**src/rtl/mm_pkg.sv**
```systemverilog
// mm_pkg: shared types and helpers for the streaming matrix-multiply engine.
//   state_t      - sequencing states of the read/accumulate/write loop
//   acc_width()  - accumulator width that holds K_DIM full-range products
//   clip_*()     - saturation / truncation of an accumulator to DATA_W bits
package mm_pkg;

    typedef enum logic [2:0] {
        ST_IDLE = 3'd0,
        ST_RD_A = 3'd1,
        ST_RD_B = 3'd2,
        ST_WR_C = 3'd3,
        ST_FIN  = 3'd4
    } state_t;

    // Widest accumulator the clip helpers operate on; callers zero-extend.
    localparam int unsigned CLIP_W = 64;

    // Each product is < 2^(2*data_w); k_dim of them sum below
    // 2^(2*data_w + clog2(k_dim)), so this width never overflows.
    function automatic int unsigned acc_width(input int unsigned data_w,
                                              input int unsigned k_dim);
        return 2 * data_w + $clog2(k_dim);
    endfunction

    function automatic logic [CLIP_W-1:0] max_value(input int unsigned data_w);
        if (data_w >= CLIP_W) begin
            return '1;
        end
        return (CLIP_W'(1) << data_w) - CLIP_W'(1);
    endfunction

    function automatic logic clip_needed(input logic [CLIP_W-1:0] acc,
                                         input int unsigned       data_w);
        return acc > max_value(data_w);
    endfunction

    function automatic logic [CLIP_W-1:0] clip_value(input logic [CLIP_W-1:0] acc,
                                                     input int unsigned       data_w,
                                                     input logic              saturate);
        if (saturate && clip_needed(acc, data_w)) begin
            return max_value(data_w);
        end
        return acc & max_value(data_w);
    endfunction

endpackage

```
**src/rtl/mm_mac.sv**
```systemverilog
// mm_mac: multiply-accumulate datapath for one C element.
//   clk, rst   - clock, asynchronous active-high reset
//   clear      - zero the accumulator (new element / new multiply)
//   load_a     - capture operand as the A element
//   accum      - add a_reg * operand into the accumulator
//   operand    - cache read data
//   result     - DATA_W view (clipped or truncated) of the accumulator
//                value *including* the product currently being added
//   clip       - that value exceeds 2^DATA_W-1 and SATURATE is set
module mm_mac
    import mm_pkg::*;
#(
    parameter int unsigned DATA_W   = 8,
    parameter int unsigned K_DIM    = 64,
    parameter bit          SATURATE = 1'b1
) (
    input  logic              clk,
    input  logic              rst,
    input  logic              clear,
    input  logic              load_a,
    input  logic              accum,
    input  logic [DATA_W-1:0] operand,
    output logic [DATA_W-1:0] result,
    output logic              clip
);

    localparam int unsigned ACC_W = acc_width(DATA_W, K_DIM);

    logic [DATA_W-1:0]   a_reg;
    logic [ACC_W-1:0]    acc;
    logic [2*DATA_W-1:0] prod;
    logic [ACC_W-1:0]    prod_ext;
    logic [ACC_W-1:0]    acc_sum;

    always_comb begin
        prod     = {{DATA_W{1'b0}}, a_reg} * {{DATA_W{1'b0}}, operand};
        prod_ext = '0;
        prod_ext[2*DATA_W-1:0] = prod;
        acc_sum  = acc + prod_ext;
    end

    // Result is taken from the running sum so the top can register the
    // final element value on the same edge as the last accumulation.
    always_comb begin
        result = DATA_W'(clip_value(CLIP_W'(acc_sum), DATA_W, SATURATE));
        clip   = SATURATE && clip_needed(CLIP_W'(acc_sum), DATA_W);
    end

    always_ff @(posedge clk or posedge rst) begin
        if (rst) begin
            a_reg <= '0;
            acc   <= '0;
        end else begin
            if (load_a) begin
                a_reg <= operand;
            end
            if (clear) begin
                acc <= '0;
            end else if (accum) begin
                acc <= acc_sum;
            end
        end
    end

endmodule

```
**src/rtl/matrix_mult_engine.sv**
```systemverilog
// matrix_mult_engine: streaming C = A x B through one processor-side cache
// port, one element per request (row-major, one element per address).
//   CLK, RST              - clock, asynchronous active-high reset
//   start                 - begin a multiply (accepted only when idle)
//   busy / done           - running flag / one-cycle completion pulse
//   sat_seen              - sticky: some C element was clipped
//   Pr_Rd, Pr_Wr, Address - cache request, held until its done arrives
//   write_data            - C element for Pr_Wr
//   read_data, read_done  - read completion and its data
//   write_done            - write completion
module matrix_mult_engine
    import mm_pkg::*;
#(
    parameter int unsigned          DATA_W   = 8,
    parameter int unsigned          N_ROWS   = 64,
    parameter int unsigned          K_DIM    = 64,
    parameter int unsigned          P_COLS   = 64,
    parameter int unsigned          ADDR_W   = 37,
    parameter logic [ADDR_W-1:0]    A_BASE   = ADDR_W'(0),
    parameter logic [ADDR_W-1:0]    B_BASE   = ADDR_W'(4096),
    parameter logic [ADDR_W-1:0]    C_BASE   = ADDR_W'(8192),
    parameter bit                   SATURATE = 1'b1
) (
    input  logic              CLK,
    input  logic              RST,
    input  logic              start,
    output logic              busy,
    output logic              done,
    output logic              sat_seen,
    output logic              Pr_Rd,
    output logic              Pr_Wr,
    output logic [ADDR_W-1:0] Address,
    output logic [DATA_W-1:0] write_data,
    input  logic [DATA_W-1:0] read_data,
    input  logic              read_done,
    input  logic              write_done
);

    localparam int unsigned I_W = (N_ROWS > 1) ? $clog2(N_ROWS) : 1;
    localparam int unsigned J_W = (P_COLS > 1) ? $clog2(P_COLS) : 1;
    localparam int unsigned K_W = (K_DIM  > 1) ? $clog2(K_DIM)  : 1;

    localparam logic [I_W-1:0] I_LAST = I_W'(N_ROWS - 1);
    localparam logic [J_W-1:0] J_LAST = J_W'(P_COLS - 1);
    localparam logic [K_W-1:0] K_LAST = K_W'(K_DIM - 1);

    state_t state, next_state;

    logic [I_W-1:0] i, i_n;
    logic [J_W-1:0] j, j_n;
    logic [K_W-1:0] k, k_n;

    logic              rd_ack, wr_ack, k_last, last_elem;
    logic              mac_clear, mac_load, mac_accum, mac_clip;
    logic [DATA_W-1:0] mac_result;

    logic              rd_d, wr_d, busy_d, done_d, sat_d;
    logic [ADDR_W-1:0] addr_d;
    logic [DATA_W-1:0] wd_d;

    // Only the completion matching the outstanding request type counts.
    assign rd_ack    = ((state == ST_RD_A) || (state == ST_RD_B)) && read_done;
    assign wr_ack    = (state == ST_WR_C) && write_done;
    assign k_last    = (k == K_LAST);
    assign last_elem = (i == I_LAST) && (j == J_LAST);

    assign mac_clear = ((state == ST_IDLE) && start) || wr_ack;
    assign mac_load  = (state == ST_RD_A) && read_done;
    assign mac_accum = (state == ST_RD_B) && read_done;

    mm_mac #(
        .DATA_W   (DATA_W),
        .K_DIM    (K_DIM),
        .SATURATE (SATURATE)
    ) u_mac (
        .clk     (CLK),
        .rst     (RST),
        .clear   (mac_clear),
        .load_a  (mac_load),
        .accum   (mac_accum),
        .operand (read_data),
        .result  (mac_result),
        .clip    (mac_clip)
    );

    // State register
    always_ff @(posedge CLK or posedge RST) begin
        if (RST) begin
            state <= ST_IDLE;
        end else begin
            state <= next_state;
        end
    end

    // Next-state logic
    always_comb begin
        next_state = state;
        case (state)
            ST_IDLE: if (start)  next_state = ST_RD_A;
            ST_RD_A: if (rd_ack) next_state = ST_RD_B;
            ST_RD_B: if (rd_ack) next_state = k_last ? ST_WR_C : ST_RD_A;
            ST_WR_C: if (wr_ack) next_state = last_elem ? ST_FIN : ST_RD_A;
            ST_FIN:              next_state = ST_IDLE;
            default:             next_state = ST_IDLE;
        endcase
    end

    // Index update: k innermost, then j, then i
    always_comb begin
        i_n = i;
        j_n = j;
        k_n = k;
        if ((state == ST_IDLE) && start) begin
            i_n = '0;
            j_n = '0;
            k_n = '0;
        end else if ((state == ST_RD_B) && rd_ack) begin
            k_n = k_last ? '0 : k + K_W'(1);
        end else if (wr_ack) begin
            if (j == J_LAST) begin
                j_n = '0;
                i_n = (i == I_LAST) ? '0 : i + I_W'(1);
            end else begin
                j_n = j + J_W'(1);
            end
        end
    end

    // Output logic: request outputs are computed from the next state and
    // next indices so the registered request is valid in the cycle that
    // follows the completion (back-to-back issue). done is registered off
    // the FIN state itself, so it lands in the cycle after FIN.
    always_comb begin
        rd_d   = (next_state == ST_RD_A) || (next_state == ST_RD_B);
        wr_d   = (next_state == ST_WR_C);
        busy_d = (next_state != ST_IDLE);
        done_d = (state == ST_FIN);
        case (next_state)
            ST_RD_A: addr_d = A_BASE + ADDR_W'(i_n) * ADDR_W'(K_DIM)  + ADDR_W'(k_n);
            ST_RD_B: addr_d = B_BASE + ADDR_W'(k_n) * ADDR_W'(P_COLS) + ADDR_W'(j_n);
            ST_WR_C: addr_d = C_BASE + ADDR_W'(i_n) * ADDR_W'(P_COLS) + ADDR_W'(j_n);
            default: addr_d = '0;
        endcase
        wd_d  = write_data;
        sat_d = sat_seen;
        if ((state == ST_IDLE) && start) begin
            sat_d = 1'b0;
        end else if ((state == ST_RD_B) && rd_ack && k_last) begin
            wd_d = mac_result;
            if (mac_clip) begin
                sat_d = 1'b1;
            end
        end
    end

    always_ff @(posedge CLK or posedge RST) begin
        if (RST) begin
            i          <= '0;
            j          <= '0;
            k          <= '0;
            Pr_Rd      <= 1'b0;
            Pr_Wr      <= 1'b0;
            Address    <= '0;
            write_data <= '0;
            busy       <= 1'b0;
            done       <= 1'b0;
            sat_seen   <= 1'b0;
        end else begin
            i          <= i_n;
            j          <= j_n;
            k          <= k_n;
            Pr_Rd      <= rd_d;
            Pr_Wr      <= wr_d;
            Address    <= addr_d;
            write_data <= wd_d;
            busy       <= busy_d;
            done       <= done_d;
            sat_seen   <= sat_d;
        end
    end

endmodule

```
**config.mk**
```make
export PLATFORM = sky130hd
export DESIGN_NAME = matrix_mult_engine
export DESIGN_NICKNAME = d
export VERILOG_FILES = /design/src/rtl/mm_pkg.sv /design/src/rtl/mm_mac.sv /design/src/rtl/matrix_mult_engine.sv
export SDC_FILE = /design/constraint.sdc
export NUM_CORES = 1
export LEC_CHECK = 0
export BUFFER_PORTS_ARGS = -buffer_cell sky130_fd_sc_hd__buf_2
export CAP_MARGIN = 25
export CORE_MARGIN = 8
export CORE_UTILIZATION = 40
export DETAILED_ROUTE_END_ITERATION = 16
export GPL_TIMING_DRIVEN = 0
export PLACE_DENSITY = 0.56
export SLEW_MARGIN = 15
export SYNTH_ARGS = -nofsm -noshare
export SYNTH_HDL_FRONTEND = slang
export SYNTH_SLANG_ARGS = --single-unit
```
**constraint.sdc**
```tcl
create_clock -name CLK -period 15.02 [get_ports CLK]
set_input_delay 1.502 -clock CLK [delete_from_list [all_inputs] [get_ports CLK]]
set_output_delay 1.502 -clock CLK [all_outputs]
set_load 0.005 [all_outputs]
```
; ---- After elaboration in Yosys (flattened, before gate mapping)
; Index checks and enable logic that the tools add are counted.
; Widths: inputs -> output; s select.
[totals]
ff_bits = 101
input_bits = 13
output_inout_bits = 50
word_cells = 81
[classes]
n_addsub = 9
n_mul = 1
order_cmp = 1
eq_ne = 10
mux = 28
bitwise = 1
reduce_logical = 18
[op_table]
columns = op, n
row1 = $mux 6, 12
row2 = $pmux 16 s3, 1
row3 = $mux 22, 2
row4 = $add 22x16->22, 1
row5 = $gt 22x8->1 const B, 1
row6 = $add 6x1->6 const B, 3
row7 = $eq 6x6->1 const B, 3
row8 = $add 15x6->16, 1
row9 = $mul 8x8->16, 1
row10 = $mux 8, 2
row11 = $add 14x12->15 const A, 1
row12 = $add 14x6->15, 1
row13 = $mux 3, 5
row14 = $add 13x12->14 const A, 1
row15 = $add 12x6->13, 1
row16 = $eq 3x2->1 const B, 4
row17 = $pmux 3 s4, 1
row18 = $logic_and 1x1->1, 8
row19 = $eq 3x1->1 const B, 2
row20 = $reduce_bool 2->1, 3
row21 = $mux 1, 4
row22 = $reduce_and 2->1, 2
row23 = $eq 3x3->1 const B, 1
row24 = $logic_not 3->1, 1
row25 = other kinds (4), 6

; ---- Depth between registers and ports, before layout
; Gate-level depths: netlist of run 1.
[depth]
depth_word = 9
ltp_mapped = 19
mapped_depth_nobuf = 17

; ---- Modules after synthesis
; Synthesis of run 1 repeated with hierarchy kept, for this count alone.
[hier_totals]
hier_cells = 730
area_unflattened_um2 = 6862.8
[modules_own_cells]
columns = mod, instances, cells_each, area_per_inst_um2, seq_area_each_um2
row1 = mm_mac, 1, 499, 4394.2, 750.7
row2 = matrix_mult_engine, 1, 231, 2468.6, 1201.2

; ---- Worst setup path before layout of run 1
; No wires, ideal clock.
[synth_timing]
path_kind = input -> register
start = in read_data[1]
end = reg write_data[5]
setup_time_ps = 144
arrival_ps = 6111
required_time_ps = 14876
setup_slack_ps = 8765
cell_stages = 17
n_path_buf = 1
cell_sequence = clkbuf_1 -> nand2_1 -> fa_1 -> inv_1 -> fa_1 -> fa_1 -> inv_1 -> fa_1 -> inv_1 -> ha_1 -> a21o_1 -> a221oi_2 -> a21boi_2 -> or3_1 -> a211o_1 -> nor4_4 -> a31oi_1
[synth_between]
elab_chain_cells = 5
[synth_rtl]
columns = item, line
row1 = from (decl), matrix_mult_engine.sv:34  ; input logic [DATA_W-1:0] read_data,
row2 = $mul 8x8->16 (*), mm_mac.sv:36  ; prod = {{DATA_W{1'b0}}, a_reg} * {{DATA_W{1'b0}}, operand};
row3 = $add 22x16->22 (*), mm_mac.sv:39  ; acc_sum = acc + prod_ext;
row4 = $gt 22x8->1, mm_pkg.sv:34  ; return acc > max_value(data_w);
row5 = $mux 1, mm_pkg.sv:40  ; if (saturate && clip_needed(acc, data_w)) begin
row6 = $mux 8 (*), mm_pkg.sv:43  ; return acc & max_value(data_w);
row7 = to (signal assigned), matrix_mult_engine.sv:175  ; write_data <= wd_d;
row8 = to (decl), matrix_mult_engine.sv:33  ; output logic [DATA_W-1:0] write_data,
; Every way passes the cells marked *; elsewhere a longest branch is shown, timed or not.
; A chain may end at the register's enable or synchronous reset.

; ---- Final worst setup path of run 1
[layout_timing]
start = in read_data[1]
end = reg write_data[6]
; Same word-level chain as after synthesis.

==> results.txt, run 1 <==
----------------------------------------------------
[Final layout]
  Fraction of layout cells with a size suffix above 1 ... 13.0%
  Diodes inserted ... 0
  Area grow syn2layout ... 13.7%
  Biggest regs ... u_mac.acc x22, Address x13
  Largest register FFs ... 22
  Most frequent cells in the layout ... 104 x sky130_fd_sc_hd__inv_1, 77 x sky130_fd_sc_hd__dfrtp_1, 76 x sky130_fd_sc_hd__nand2_1, 50 x sky130_fd_sc_hd__fa_1, 44 x sky130_fd_sc_hd__ha_1
  Area occupied by multi-input gates ... 0.00388 mm2
  Register name with the most flops ... u_mac.acc
  Most common cell after layout, fill and taps aside ... sky130_fd_sc_hd__inv_1
  Nets@finish ... 877
  Fill cell instance count of the final layout ... 1,575
  Post-Route Utilization ... 46.1%
  Sequential cell area in the final layout ... 0.00193 mm2

[Synthesis]
  Leading register cell type out of synthesis ... sky130_fd_sc_hd__dfrtp_1
  Count of mapped cells out of synthesis ... 698
  EDFF count, synth ... 0
  Fraction of registers with async set or reset after synthesis ... 100%
  Synthesized area per cell ... 9.17 um2
  Area of the mapped netlist ... 0.00640 mm2
  Synth unique cells ... 63
  Number of warning messages in the yosys log ... 0
  Sequential cell area fraction in the yosys report ... 30.1%
  Flop and latch count out of synthesis ... 77

[STA]
  # setup viols final ... 0
  Hold Violations, Final ... 0
  Final critical path time including I/O delays and setup ... 6.57 ns
  Unrepaired setup endpoints after global routing ... false
  Setup total negative slack ... 0 ns
  Transition time of the tightest slew-check pin ... 0.851 ns
  Number of pins exceeding their max-slew limit in the final report ... 0
  Post-route fraction of the period consumed by the critical path ... 43.8%
  Max transition margin ... 43.2%
  Highest clock frequency the design can meet ... 152 MHz
  Clock skew after layout ... 0.0116 ns

[Setup path]
  Critical path type ... in2reg
  Critical path's slowest cell ... sky130_fd_sc_hd__nor4_4
  R2R Setup Slk ... 9.20 ns
  CP Capture Type ... flip-flop
  Delay of the slowest cell on the worst path ... 0.59 ns
  Critical Path, Cell by Cell ... clkbuf_1 -> nand2_1 -> fa_1 -> inv_1 -> fa_1 -> fa_1 -> inv_1 -> fa_1 -> inv_1 -> ha_1 -> a21o_1 -> a221oi_2 -> nand3b_1 -> a211oi_1 -> o211ai_1 -> nor4_4 -> a31oi_1
  R2r worst-path depth ... 17
  RR Endpoint ... write_data[6]
  Arrival @ worst endpoint ... 6.78 ns
  Crit Path Max Fanout ... 9
  Buffers & Inverters on Critical Path ... 4
  Worst r2r src ... u_mac.a_reg[5]
  Top Family by Delay on Critical Path ... adder cells
  Crit path required time ... 15.23 ns
  Startpoint type of the worst setup path ... input port
  Critical path's most frequent cell ... sky130_fd_sc_hd__fa_1

[Route]
  Vias/cell ... 4.91
  Drt first pass iters ... 4
  Drc violations ... 0
  Routed Antenna Nets ... 0
  First-iteration detailed-routing DRC count ... 262
  WL per Instance ... 14.9 um
  Vias ... 4,861
  Wirelength, routed ... 14.7 mm

[Clock tree]
  Sink count of the clock tree ... 77
  Buffer depth of the longest clock path ... 2
  Source-to-sink clock delay at the later pin of the worst-skew pair ... 0.35 ns
  Count of buffers added by post-CTS timing repair for setup ... 0
  Clock-pin slew on the worst setup and hold paths ... 0.06 ns
  Clk root buf ... sky130_fd_sc_hd__clkbuf_16
  Number of levels the H-tree was split into ... 3
  CTS Buf Count ... 9
  Post-cts repair resize count ... 0
  Quantity of hold-fixing buffers added after cts ... 0
  Clock tree from TritonCTS ... built

[Floorplanning]
  Site row count ... 46
  Area of the die ... 0.0203 mm2
  Die H ... 142 um
  Initial core utilization ... 40.6%
  Number of top-level design ports ... 63
  Die Span X ... 142 um
  Placeable core area ... 0.0158 mm2

[Min path]
  Worst min path class ... reg2reg
  Hold path startpoint ... u_mac.acc[7]
  Worst Hold End ... u_mac.acc[7]
  Cell count of the worst hold path ... 2

[Flow run]
  Number of max-capacitance violations reported ... 0

[Placed design]
  Final HPWL DP ... 11.8 mm
  IO buf count ... 37
  Gpl congestion ... 0.844

[Global route]
  Global-route usage over all layers ... 16.2%
  Pin count of the biggest net entering global routing ... 58
  Wire length of the first global-routing pass ... 26.3 mm
  Initial antenna violation count ... 0
  Via count of the first global-routing pass ... 5,310
  Overflow after GRT ... 0

[Run status]
  Run status ... finished, final reports clean

----------------------------------------------------
-- Yosys cell counts (3+ instances only) --
cell type	instances	area (um2)
sky130_fd_sc_hd__xor2_1	13	114
sky130_fd_sc_hd__a31oi_1	4	25.0
sky130_fd_sc_hd__nor3_1	8	40.0
sky130_fd_sc_hd__and2_1	36	225
sky130_fd_sc_hd__inv_1	105	394
sky130_fd_sc_hd__mux2_2	9	101
sky130_fd_sc_hd__clkbuf_1	23	86.3
sky130_fd_sc_hd__nand4_1	9	56.3
sky130_fd_sc_hd__and4_1	3	26.3
sky130_fd_sc_hd__o211ai_1	4	30.0
sky130_fd_sc_hd__nor2_1	33	124
sky130_fd_sc_hd__o21ai_0	19	95.1
sky130_fd_sc_hd__buf_4	24	180
sky130_fd_sc_hd__o21bai_1	3	22.5
sky130_fd_sc_hd__a21oi_1	32	160
sky130_fd_sc_hd__or3_1	6	37.5
sky130_fd_sc_hd__xnor2_1	7	61.3
sky130_fd_sc_hd__nand2b_1	3	18.8
sky130_fd_sc_hd__fa_1	50	1000
sky130_fd_sc_hd__dfrtp_1	77	1930
sky130_fd_sc_hd__a211oi_1	6	45.0
sky130_fd_sc_hd__ha_1	44	551
sky130_fd_sc_hd__o22ai_1	4	25.0
sky130_fd_sc_hd__a32o_1	3	30.0
sky130_fd_sc_hd__a21o_1	9	67.6
sky130_fd_sc_hd__nand2_1	76	285
sky130_fd_sc_hd__a22o_1	9	78.8
sky130_fd_sc_hd__and3_1	6	37.5
sky130_fd_sc_hd__o31ai_1	10	75.1
sky130_fd_sc_hd__nand3_1	16	80.1
sky130_fd_sc_hd__nand3b_1	3	22.5
sky130_fd_sc_hd__o21a_1	4	30.0
-- cell type report --
| type | instances | area share, % |
|---|---|---|
| sequential | 77 | 26.5 |
| multi-input combinational | 486 | 53.4 |
| buffer | 51 | 3.91 |
| clock buffer | 9 | 3.10 |
| timing repair buffer | 39 | 3.03 |
| inverter | 106 | 5.51 |
| clock inverter | 7 | 0.860 |
| tap | 216 | 3.72 |
-- worst max path at each step --
| stage | slack (ns) | depth (start not counted) | endpoint | startpoint |
|---|---|---|---|---|
| after floorplan | 8.76 | 17 | write_data[5] | read_data[1] |
| after global placement | 8.13 | 17 | write_data[5] | read_data[1] |
| after detailed placement | 8.10 | 17 | write_data[5] | read_data[1] |
| after CTS | 8.44 | 17 | write_data[4] | read_data[1] |
| after global routing | 8.05 | 17 | write_data[6] | read_data[1] |
| final | 8.45 | 17 | write_data[6] | read_data[1] |
-- routing by layer --
metal | vias up | wire (um) | GRT usage (%)
li1 | 2413 | - | -
met1 | 2362 | 6610 | 20.0
met2 | 68 | 7330 | 27.2
met3 | 18 | 527 | 3.89
met4 | 0 | 273 | 5.43
met5 | - | 0 | 0
-- stage by stage --
stage	setup WS (ns)	cell area [um2]	hold slack (ns)	std cells
after floorplan	8.76	6480	0.450	720
after global placement	8.13	6940	0.470	973
after detailed placement	8.10	6980	0.483	975
after CTS	8.44	7270	0.498	991
after global routing	8.05	7270	0.520	991
final	8.45	7270	0.490	991
-- tightest hold or removal path, stage by stage (launching register included) --
cell and delay, ns:
sky130_fd_sc_hd__dfrtp_1 0.34, sky130_fd_sc_hd__nand2_1 0.04, sky130_fd_sc_hd__o21ai_0 0.06
-- logic make-up after synthesis --
group | Yosys count | share of synthesized area (%)
flops | 77 | 30.1
simple gates | 213 | 16.9
buf+inv | 157 | 10.7
compound gates | 126 | 13.5
mux | 10 | 1.74
other cells | 1 | 0.0586
xor+xnor | 20 | 2.74
fa+ha+maj | 94 | 24.3
Power of run 1 is not shown: default switching activity piles up to over one toggle a cycle in this logic, so the estimate is an artifact.
==> run 2: changes to the inputs <==
clock period = 6.05 ns   (was 15.02 ns; I/O delays follow)
==> run 2 against run 1 <==
Net effect:
- final area about the same
- wire length is 0.40% higher
- critical path depth up 2
- non-clock buffer count is the same
- count of clock-buffer cells in the layout did not move
- sequential share of layout area barely moved
- critical path type is now reg2reg
==> results.txt, run 2 (synthesized netlist as in run 1, its figures left out) <==
----------------------------------------------------
[Final layout]
  Largest register FFs ... 22
  Nets@finish ... 877
  Fraction of layout cells with a size suffix above 1 ... 13.2%
  Most frequent cells in the layout ... 104 x sky130_fd_sc_hd__inv_1, 77 x sky130_fd_sc_hd__dfrtp_1, 76 x sky130_fd_sc_hd__nand2_1, 50 x sky130_fd_sc_hd__fa_1, 44 x sky130_fd_sc_hd__ha_1
  Post-Route Utilization ... 46.1%
  Area grow syn2layout ... 13.7%
  Fill cell instance count of the final layout ... 1,576
  Most common cell after layout, fill and taps aside ... sky130_fd_sc_hd__inv_1
  Register name with the most flops ... u_mac.acc
  Diodes inserted ... 0
  Biggest regs ... u_mac.acc x22, Address x13

[Clock tree]
  Post-cts repair resize count ... 0
  CTS Buf Count ... 9
  Quantity of hold-fixing buffers added after cts ... 0
  Clock tree from TritonCTS ... built
  Clock-pin slew on the worst setup and hold paths ... 0.07 ns
  Sink count of the clock tree ... 77
  Buffer depth of the longest clock path ... 2
  Clk root buf ... sky130_fd_sc_hd__clkbuf_16
  Count of buffers added by post-CTS timing repair for setup ... 0
  Source-to-sink clock delay at the later pin of the worst-skew pair ... 0.35 ns
  Number of levels the H-tree was split into ... 3

[Global route]
  Overflow after GRT ... 0
  Initial antenna violation count ... 0
  Wire length of the first global-routing pass ... 26.3 mm
  Pin count of the biggest net entering global routing ... 58
  Via count of the first global-routing pass ... 5,310
  Global-route usage over all layers ... 16.2%

[STA]
  Number of pins exceeding their max-slew limit in the final report ... 0
  Final critical path time including I/O delays and setup ... 5.64 ns
  Highest clock frequency the design can meet ... 177 MHz
  Clock skew after layout ... 0.0122 ns
  Max transition margin ... 43.1%
  Worst Setup Slack, final ... 0.407 ns
  Post-route fraction of the period consumed by the critical path ... 93.3%
  # setup viols final ... 0
  Hold Violations, Final ... 0
  Unrepaired setup endpoints after global routing ... false
  Transition time of the tightest slew-check pin ... 0.851 ns
  Setup total negative slack ... 0 ns

[Setup path]
  Delay of the slowest cell on the worst path ... 0.57 ns
  Startpoint type of the worst setup path ... flip-flop
  Critical Path, Cell by Cell ... clkbuf_1 -> nand2_1 -> fa_1 -> inv_1 -> fa_1 -> fa_1 -> inv_1 -> fa_1 -> inv_1 -> ha_1 -> buf_2 -> a211oi_2 -> o21bai_1 -> a2111oi_0 -> a311oi_1 -> a211o_1 -> nor4_4 -> buf_4 -> a31oi_1
  Critical path's slowest cell ... sky130_fd_sc_hd__fa_1
  Crit path required time ... 6.26 ns
  Top Family by Delay on Critical Path ... adder cells
  CP Capture Type ... flip-flop
  Buffers & Inverters on Critical Path ... 6
  Crit Path Max Fanout ... 9
  Critical path's most frequent cell ... sky130_fd_sc_hd__fa_1
  Critical path type ... reg2reg
  Arrival @ worst endpoint ... 5.85 ns

[Flow run]
  Number of max-capacitance violations reported ... 0

[Route]
  Drt first pass iters ... 4
  WL per Instance ... 14.9 um
  Wirelength, routed ... 14.8 mm
  Routed Antenna Nets ... 0
  First-iteration detailed-routing DRC count ... 288
  Vias ... 4,862
  Drc violations ... 0
  Vias/cell ... 4.91

[Placed design]
  Gpl congestion ... 0.844
  IO buf count ... 37
  Final HPWL DP ... 11.8 mm
  Post-Place Setup Slack ... 0.0287 ns

[Floorplanning]
  Site row count ... 46
  Number of top-level design ports ... 63
  Die H ... 142 um
  Die Span X ... 142 um
  Placeable core area ... 0.0158 mm2
  Area of the die ... 0.0203 mm2
  Initial core utilization ... 40.6%

[Run status]
  Run status ... finished, final reports clean

[Min path]
  Worst min path class ... in2async

----------------------------------------------------
-- run 2: cell count changes in the layout (fill, tap and decap cells not counted) --
cell / delta
sky130_fd_sc_hd__buf_4: +1
sky130_fd_sc_hd__clkbuf_1: -1
-- run 2: worst register-to-register path, delay by kind of cell, from the launching register on --
family                   cells  cell delay (ns)
flip-flops                   1             0.32
AO/OA/AOI/OAI                6             1.53
adder cells (fa/ha/maj)      5             2.37
buffers and inverters        6             0.90
AND/OR/NAND/NOR              2             0.38
-- run 2: stage by stage --
step	cell area, um2	cells	hold slack (ns)
after floorplan	6480	720	0.450
after global placement	6940	973	0.470
after detailed placement	6980	975	0.483
after CTS	7270	991	0.227
after global routing	7280	991	0.241
final	7280	991	0.221
-- run 2: per-layer routing --
layer / wire length [um] / share of wire, % / up-vias / global-route usage (%)
met2: 7360 / 50 / 85 / 27.2
li1: - / - / 2413 / -
met1: 6570 / 44 / 2349 / 20.0
met3: 627 / 4.2 / 15 / 3.89
met4: 255 / 1.7 / 0 / 5.43
met5: 0 / 0 / - / 0
-- run 2: cell type report --
class	count	area (um2)	area share (%)
Multi-Input combinational cell	486	3880	53.4
Sequential cell	77	1930	26.5
Inverter	106	400	5.50
Buffer	50	280	3.85
Tap cell	216	270	3.71
Timing Repair Buffer	40	228	3.13
Clock buffer	9	225	3.10
Clock inverter	7	62.6	0.860
-- run 2: worst paths after layout --
check	from	end	slack [ns]	cells after the start
max	u_mac.a_reg[6]	write_data[6]	0.41	19
min	RST	u_mac.acc[10]	0.22	2
max reg2reg	u_mac.a_reg[6]	write_data[6]	0.41	19
min reg2reg	u_mac.acc[7]	u_mac.acc[7]	0.49	2
max in group asynchronous	RST	u_mac.acc[20]	5.24	3
min in group CLK	u_mac.acc[7]	u_mac.acc[7]	0.49	2
Power of run 2 is left out for the same reason.
==> run 3: changes to the inputs <==
CELL_PAD_IN_SITES_DETAIL_PLACEMENT = 1   (was default)
CELL_PAD_IN_SITES_GLOBAL_PLACEMENT = 1   (was default)
PLACE_DENSITY = 0.69   (was 0.56)
==> run 3 against run 2 <==
Net effect:
- final cell count did not move
- sequential share of layout area down 0.068 points
- first-iteration DRC count is 17% lower
- setup slack worse by 0.023 ns
- global-route usage is 1.7 points higher
- utilization is 0.12 points higher
- die area did not move
- count of clock-buffer cells in the layout did not move
- sequential cell count is the same
- wire length is 13% higher
- critical path depth is 1 lower
==> results.txt, run 3 (synthesized netlist as in run 1, its figures left out) <==
----------------------------------------------------
[STA]
  Final critical path time including I/O delays and setup ... 5.67 ns
  Hold Violations, Final ... 0
  Clock skew after layout ... 0.00811 ns
  Max transition margin ... 56.7%
  Number of pins exceeding their max-slew limit in the final report ... 0
  # setup viols final ... 0
  Unrepaired setup endpoints after global routing ... false
  Highest clock frequency the design can meet ... 176 MHz
  Post-route fraction of the period consumed by the critical path ... 93.7%
  Transition time of the tightest slew-check pin ... 0.644 ns
  Final hold slack ... 0.221 ns

[Clock tree]
  CTS Buf Count ... 9
  Source-to-sink clock delay at the later pin of the worst-skew pair ... 0.35 ns
  Clock tree from TritonCTS ... built
  Quantity of hold-fixing buffers added after cts ... 0
  Clock-pin slew on the worst setup and hold paths ... 0.07 ns
  Number of levels the H-tree was split into ... 3
  Buffer depth of the longest clock path ... 2
  Sink count of the clock tree ... 77
  Clk root buf ... sky130_fd_sc_hd__clkbuf_16

[Setup path]
  CP Capture Type ... flip-flop
  Delay of the slowest cell on the worst path ... 0.58 ns
  Top Family by Delay on Critical Path ... adder cells
  Buffers & Inverters on Critical Path ... 5
  Startpoint type of the worst setup path ... flip-flop
  Arrival @ worst endpoint ... 5.86 ns
  Critical path's most frequent cell ... sky130_fd_sc_hd__fa_1
  Critical path type ... reg2reg
  Crit Path Max Fanout ... 9
  Crit path required time ... 6.25 ns
  Critical Path, Cell by Cell ... nand2_1 -> fa_1 -> inv_1 -> fa_1 -> fa_1 -> inv_1 -> fa_1 -> inv_1 -> ha_1 -> buf_2 -> a211oi_2 -> o21bai_1 -> a2111oi_0 -> a311oi_1 -> a211o_1 -> nor4_4 -> buf_4 -> a31oi_1
  Critical path's slowest cell ... sky130_fd_sc_hd__dfrtp_1

[Final layout]
  Most common cell after layout, fill and taps aside ... sky130_fd_sc_hd__inv_1
  Area grow syn2layout ... 14.0%
  Largest register FFs ... 22
  Diodes inserted ... 0
  Nets@finish ... 877
  Area occupied by multi-input gates ... 0.00388 mm2
  Fraction of layout cells with a size suffix above 1 ... 13.3%
  Most frequent cells in the layout ... 104 x sky130_fd_sc_hd__inv_1, 77 x sky130_fd_sc_hd__dfrtp_1, 76 x sky130_fd_sc_hd__nand2_1, 50 x sky130_fd_sc_hd__fa_1, 44 x sky130_fd_sc_hd__ha_1
  Sequential cell area in the final layout ... 0.00193 mm2
  Biggest regs ... u_mac.acc x22, Address x13
  Register name with the most flops ... u_mac.acc
  Fill cell instance count of the final layout ... 1,912

[Flow run]
  Number of max-capacitance violations reported ... 0

[Route]
  Vias ... 5,081
  Vias/cell ... 5.13
  Drc violations ... 0
  Drt first pass iters ... 4
  First-iteration detailed-routing DRC count ... 238
  Wirelength, routed ... 16.8 mm
  WL per Instance ... 16.9 um
  Routed Antenna Nets ... 0

[Global route]
  Global-route usage over all layers ... 17.9%
  Overflow after GRT ... 0
  Via count of the first global-routing pass ... 5,771
  Initial antenna violation count ... 0
  Wire length of the first global-routing pass ... 29.2 mm
  Pin count of the biggest net entering global routing ... 58

[Floorplanning]
  Site row count ... 46
  Die Span X ... 142 um
  Placeable core area ... 0.0158 mm2
  Area of the die ... 0.0203 mm2
  Die H ... 142 um
  Initial core utilization ... 40.6%
  Number of top-level design ports ... 63

[Placed design]
  IO buf count ... 37
  Final HPWL DP ... 13.5 mm
  Gpl congestion ... 0.868

[Min path]
  Worst min path class ... in2async

[Run status]
  Run status ... finished, final reports clean

----------------------------------------------------
run 3: cell types whose count changed in the layout (fill, tap and decap cells not counted):
cell,delta
sky130_fd_sc_hd__clkinv_4,-1
sky130_fd_sc_hd__clkinv_2,-1
sky130_fd_sc_hd__buf_2,+1
sky130_fd_sc_hd__clkinv_8,+2
sky130_fd_sc_hd__clkinvlp_4,+1
sky130_fd_sc_hd__clkbuf_1,-1
sky130_fd_sc_hd__inv_6,-1
run 3: layer usage:
metal	track usage, %	vias to the layer above	routed length (um)
li1	-	2409	-
met1	21.9	2586	7320
met2	31.7	66	8780
met3	2.88	20	455
met4	5.03	0	220
met5	0	-	0
run 3: timing repair:
item	4_1_cts	5_1_grt
gates resized for setup	0	0
setup buffers	0	1
endpoints found under the setup margin	0	9
run 3: final timing paths:
check / start / endpoint / slack [ns] / depth (start not counted)
min reg2reg: u_mac.acc[7] / u_mac.acc[7] / 0.49 / 2
max reg2reg: u_mac.a_reg[5] / write_data[5] / 0.38 / 18
max: u_mac.a_reg[5] / write_data[5] / 0.38 / 18
min in group CLK: u_mac.acc[7] / u_mac.acc[7] / 0.49 / 2
min: RST / u_mac.acc[1] / 0.22 / 2
max in group asynchronous: RST / u_mac.acc[16] / 5.23 / 3
run 3: per-stage QoR:
stage | setup slack [ns] | area, um2 | cells | util, % | TNS (ns)
floorplan | 0.692 | 6480 | 720 | - | 0
global placement | -0.0148 | 6940 | 973 | 44.0 | -0.0413
detailed placement | -0.162 | 6990 | 976 | 44.3 | -1.14
CTS | 0.0135 | 7290 | 992 | 46.3 | 0
global route | 0.0271 | 7290 | 991 | 46.3 | 0
finish | 0.384 | 7290 | 991 | 46.3 | 0
run 3: cell type report:
| class | instances | share of cell area (%) |
|---|---|---|
| multi-input cells | 486 | 53.2 |
| flip-flops and latches | 77 | 26.4 |
| inverters | 106 | 5.49 |
| plain buffers | 49 | 3.79 |
| well taps | 216 | 3.70 |
| repair buffers | 41 | 3.19 |
| clock buffers | 9 | 3.09 |
| clock inverters | 7 | 1.10 |
Power of run 3 is left out for the same reason.
